### src/rtl/chess_mv_pkg.sv
// Shared move-slot layout, invalid-move constant and reader FSM states.
package chess_mv_pkg;

  localparam int unsigned MOVE_W   = 19;
  localparam int unsigned SLOTS    = 8;
  localparam int unsigned FlagsLsb = 12;
  localparam int unsigned FromLsb  = 6;
  localparam int unsigned ToLsb    = 0;

  localparam logic [MOVE_W-1:0] InvalidMove = {7'h40, 6'o00, 6'o00};

  typedef enum logic [2:0] {
    StIdle,
    StReq,
    StWait,
    StUnpk,
    StFin
  } state_e;

endpackage

### src/rtl/mv_slot_sel.sv
// Combinational slot mux: picks one packed move out of a FIFO word and splits its fields.
module mv_slot_sel #(
  parameter int unsigned SLOTS  = chess_mv_pkg::SLOTS,
  parameter int unsigned MOVE_W = chess_mv_pkg::MOVE_W
) (
  input  logic [SLOTS*MOVE_W-1:0]  word,
  input  logic [$clog2(SLOTS)-1:0] idx,
  output logic [6:0]               flags,
  output logic [5:0]               from,
  output logic [5:0]               to
);
  import chess_mv_pkg::*;

  logic [MOVE_W-1:0] slots [SLOTS];
  logic [MOVE_W-1:0] slot;

  // Slot 0 sits in the most significant bits, directly below the pad byte.
  for (genvar k = 0; k < SLOTS; k++) begin : g_slot
    assign slots[k] = word[SLOTS*MOVE_W-1-MOVE_W*k -: MOVE_W];
  end

  assign slot  = slots[idx];
  assign flags = slot[MOVE_W-1:FlagsLsb];
  assign from  = slot[FlagsLsb-1:FromLsb];
  assign to    = slot[FromLsb-1:ToLsb];

endmodule

### src/rtl/lmg_move_reader.sv
// Drains packed move words from the generator FIFO and hands them out one move at a time.
// Define LMG_MOVE_READER_SKIP_INV_EN to drop invalid (flags bit 6) slots instead of presenting them.
module lmg_move_reader #(
  parameter int unsigned WORD_W = 160,
  parameter int unsigned SLOTS  = chess_mv_pkg::SLOTS,
  parameter int unsigned MOVE_W = chess_mv_pkg::MOVE_W
) (
  input  logic              clk,
  input  logic              reset,
  input  logic              start,
  input  logic              lmg_done,
  input  logic              fifo_empty,
  input  logic [WORD_W-1:0] fifo_q,
  output logic              fifo_rden,
  output logic              mv_valid,
  input  logic              mv_ready,
  output logic [6:0]        mv_flags,
  output logic [5:0]        mv_from,
  output logic [5:0]        mv_to,
  output logic [7:0]        move_count,
  output logic              done
);
  import chess_mv_pkg::*;

  localparam int unsigned IdxW  = $clog2(SLOTS);
  localparam int unsigned PackW = SLOTS * MOVE_W;

  state_e            state_q;
  logic [PackW-1:0]  word_q;
  logic [IdxW-1:0]   idx_q;
  logic [PackW-1:0]  sel_word;
  logic [IdxW-1:0]   sel_idx;
  logic [6:0]        sel_flags;
  logic [5:0]        sel_from;
  logic [5:0]        sel_to;
  logic              accept;
  logic              advance;
  logic              last_slot;
  logic              slot_ok;
  logic              unused_pad;

  assign unused_pad = ^fifo_q[WORD_W-1:PackW];

  assign fifo_rden = (state_q == StReq) && !fifo_empty;
  assign accept    = mv_valid && mv_ready;
  assign last_slot = (idx_q == IdxW'(SLOTS - 1));
  // An unpresented slot in UNPK is a skipped one and moves on without a handshake.
  assign advance   = (state_q == StUnpk) && (accept || !mv_valid);

  // In WAIT the mux looks at the incoming word so slot 0 is registered straight away.
  assign sel_word = (state_q == StWait) ? fifo_q[PackW-1:0] : word_q;
  assign sel_idx  = (state_q == StWait) ? '0 : idx_q + 1'b1;

`ifdef LMG_MOVE_READER_SKIP_INV_EN
  assign slot_ok = (sel_flags & InvalidMove[MOVE_W-1:FlagsLsb]) == '0;
`else
  assign slot_ok = 1'b1;
`endif

  mv_slot_sel #(
    .SLOTS  (SLOTS),
    .MOVE_W (MOVE_W)
  ) u_slot_sel (
    .word  (sel_word),
    .idx   (sel_idx),
    .flags (sel_flags),
    .from  (sel_from),
    .to    (sel_to)
  );

  always_ff @(posedge clk or posedge reset) begin
    if (reset) begin
      state_q    <= StIdle;
      word_q     <= '0;
      idx_q      <= '0;
      mv_valid   <= 1'b0;
      mv_flags   <= '0;
      mv_from    <= '0;
      mv_to      <= '0;
      move_count <= '0;
      done       <= 1'b0;
    end else begin
      if (accept && move_count != 8'hFF) begin
        move_count <= move_count + 8'd1;
      end
      case (state_q)
        StIdle: begin
          if (start) begin
            state_q    <= StReq;
            move_count <= '0;
          end
        end
        StReq: begin
          if (!fifo_empty) begin
            state_q <= StWait;
          end else if (lmg_done) begin
            state_q <= StFin;
            done    <= 1'b1;
          end
        end
        StWait: begin
          word_q   <= fifo_q[PackW-1:0];
          idx_q    <= '0;
          state_q  <= StUnpk;
          mv_valid <= slot_ok;
          mv_flags <= sel_flags;
          mv_from  <= sel_from;
          mv_to    <= sel_to;
        end
        StUnpk: begin
          if (advance) begin
            if (last_slot) begin
              state_q  <= StReq;
              mv_valid <= 1'b0;
              mv_flags <= '0;
              mv_from  <= '0;
              mv_to    <= '0;
            end else begin
              idx_q    <= sel_idx;
              mv_valid <= slot_ok;
              mv_flags <= sel_flags;
              mv_from  <= sel_from;
              mv_to    <= sel_to;
            end
          end
        end
        StFin: begin
          if (start) begin
            state_q    <= StReq;
            move_count <= '0;
            done       <= 1'b0;
          end
        end
        default: state_q <= StIdle;
      endcase
    end
  end

endmodule

### config.mk
export PLATFORM = sky130hd
export DESIGN_NAME = lmg_move_reader
export DESIGN_NICKNAME = d
export VERILOG_FILES = /design/src/rtl/chess_mv_pkg.sv /design/src/rtl/mv_slot_sel.sv /design/src/rtl/lmg_move_reader.sv
export SDC_FILE = /design/constraint.sdc
export NUM_CORES = 1
export LEC_CHECK = 0
export BUFFER_PORTS_ARGS = -buffer_cell sky130_fd_sc_hd__buf_4
export CAP_MARGIN = 0
export CORE_MARGIN = 2
export CORE_UTILIZATION = 58
export DETAILED_ROUTE_END_ITERATION = 16
export PLACE_DENSITY = 0.91
export SKIP_CTS_REPAIR_TIMING = 1
export SYNTH_ARGS = -nofsm -noshare
export SYNTH_HDL_FRONTEND = slang
export SYNTH_SLANG_ARGS = --single-unit
### constraint.sdc
create_clock -name clk -period 13.4 [get_ports clk]
set_input_delay 2.68 -clock clk [delete_from_list [all_inputs] [get_ports clk]]
set_output_delay 2.68 -clock clk [all_outputs]
set_load 0.005 [all_outputs]
==> results.cfg <==
[synthesis]
ys_seq_area_share_pct = 55.7
yosys_warnings = 0
syn_area_sq_mm = 0.00840
synthesis.nets = 1049
synth_top_area_share_pct = 55.7
syn_area_per_cell_sq_um = 9.55
synth_cell_types = 40
syn_inst = 880
synth_area_leaders = dfrtp_1 56%, nand2_1 21%, mux4_2 10%, buf_2 1.8%, o221ai_1 1.5%
synth_top_area_cell = dfrtp_1
ys_ff_latch = 187

[detailed_routing]
post_drt_wl_per_cell_microns = 17.3
vias = 6750
antenna_left = 0
vias_per_cell = 5.49
drc = 0
firstDrtPassIters = 5
drt-initial-drc-count = 769
routed_wirelength_microns = 21300

[cts]
clock_path_buffers = 2
clkTransAtPathRegs_ns = 0.07
cts_max_level = 4
root_buffer = clkbuf_16
numCtsBuffers = 17
clock_sinks = 187
insertion_delay_ns = 0.43
cts_tree = done

[setup_path]
r2r_cells = 5
crit_arrival_ns = 3.19
r2r-start = idx_q[0]
worstSetupPathType = primary input to output pin
worst_setup_path_end_kind = output pin
r2r-end = mv_flags[0]
cp_max_fo = 3
cp-start-kind = primary input
crit_path_end = fifo_rden
cp.required_ns = 10.72
startpoint = fifo_empty
r2r_slack_ns = 10.35

[global_route]
first_global_vias = 6756
antenna_found_initial = 0
grt_use_total_pct = 27.9
grt_pass1_wl_microns = 33900
grt_max_degree = 116
grt_remaining_overflow = 0

[floorplan]
fp.dieArea_sq_mm = 0.0155
ios = 196
die_h_microns = 124
floorplan.initialDensity_pct = 60.1
core_sq_mm = 0.0140
rows = 43
die_x_microns = 124

[sta]
final_max_slew_viol_count = 0
holdWs_ns = 0.472
clock_skew_ns = 0.0116
hold_viol = 0
max_slew_margin_pct = 26.1
worst_pin_slew_ns = 1.11
finalCritPeriodShare_pct = 43.8
setup_viol = 0
max_freq_mhz = 170
tns_ns = 0
min_period_ns = 5.87
rsz0062_at_grt = false

[power]
power.density_mw_per_mm2 = 261
leakage_uw = 0.00543
peakVddDrop_mv = 0.128

[cells_and_area]
final_net_count = 1205
layout_common_cells = 478 x nand2_1, 191 x buf_4, 186 x dfrtp_1, 38 x mux4_2, 22 x nor2_1
drive_gt1_share_pct = 25.7
final_common_cell = nand2_1
num_antenna_cells = 0
area_growth_pct = 24.9
fin_util_pct = 75.0

[place]
port_buffers = 187
gp_congestion = 0.815
hpwl_microns = 13800

[flow_run]
drv_cap = 0

[status]
outcome = complete, no violations

[worst_hold_path]
worstHoldPathType = flop to flop
[sequential cells by signal, summed over array words and instances, names as in the netlist]
signal      cells
word_q        152
move_count      8
mv_flags        7
mv_from         6
mv_to           6
idx_q           3
state_q         3
done            1
mv_valid        1
[worst min path at each step]
stage                 from          end  slack [ns]  depth (start not counted)
5_1_grt         word_q[54]   word_q[54]        0.49                          2
4_1_cts         word_q[59]   word_q[59]        0.48                          2
3_3_place_gp   word_q[139]  word_q[139]        0.45                          2
6_report       word_q[131]  word_q[131]        0.47                          2
3_5_place_dp   word_q[147]  word_q[147]        0.46                          2
2_1_floorplan  word_q[133]  word_q[133]        0.44                          2
[synthesized netlist by cell type]
cell      instances
a31oi_1           2
nor4bb_1          1
and2_1            1
buf_2            30
nand3_1           1
nor3b_1           1
and3_1            1
a21oi_1           5
o21bai_1          1
nand3b_1          3
a311oi_1          2
dfrtp_1         187
nor2_1           22
o2111a_1          1
clkbuf_1         13
o21ai_1          20
nand2b_2          1
and4_1            2
a22o_1            9
buf_4             4
a21o_1            1
mux4_2           38
nor3b_2           2
nor3_1            4
buf_1             7
o221ai_1         14
nand2_1         478
nand2b_1          1
xor2_1            2
nand2_2           1
o21ai_0           2
ha_1              3
a211oi_1          1
xnor2_1           1
or3b_1            1
or2_2             1
nand4_1           2
mux2i_1           7
inv_1             5
nor2b_1           2
[final cells by class]
class,instances,area (sq um)
Fill cell,944,3490
Clock buffer,19,453
Clock inverter,13,209
Timing Repair Buffer,191,1430
Sequential cell,187,4680
Multi-Input combinational cell,634,3470
Tap cell,180,225
Inverter,5,26.3
[per-stage QoR]
| step | setup WS (ns) | total power [uW] | instances | area [sq um] |
|---|---|---|---|---|
| after floorplan | 5.63 | 1840 | 880 | 8400 |
| after global placement | 7.54 | 2090 | 1197 | 9840 |
| after detailed placement | 7.54 | 2170 | 1197 | 9840 |
| after CTS | 7.53 | 2750 | 1229 | 10500 |
| after global routing | 7.45 | 2920 | 1229 | 10500 |
| final | 7.53 | 2740 | 1229 | 10500 |
[cells by family after synthesis]
kind of cell	count (synthesis)	share of synthesized area, %
AO/OA/AOI/OAI	58	4.77
flip-flops	187	55.7
AND/OR/NAND/NOR	525	24.5
XOR/XNOR	3	0.313
multiplexers	45	11.0
adder cells (fa/ha/maj)	3	0.447
buffers and inverters	59	3.26
[power breakdown]
part	switching [uW]	total (uW)	leakage (uW)	internal [uW]
clock	218	561	0.000329	343
combinational	621	1140	0.00280	523
sequential	194	1040	0.00230	842
total	1030	2740	0.00543	1710
[per-layer routing]
layer | global-route usage (%) | part of all wire, %
met1 | 37.5 | 41
met2 | 46.2 | 51
met3 | 5.76 | 7.0
met4 | 8.99 | 1.4
met5 | 0 | 0
[critical path, stage by stage]
cell     delay, ns
buf_4         0.12
nor2_1        0.08
nand2_1       0.09
nor2_1        0.12
buf_4         0.12
No activity file was read; power rests on OpenSTA's default activity.
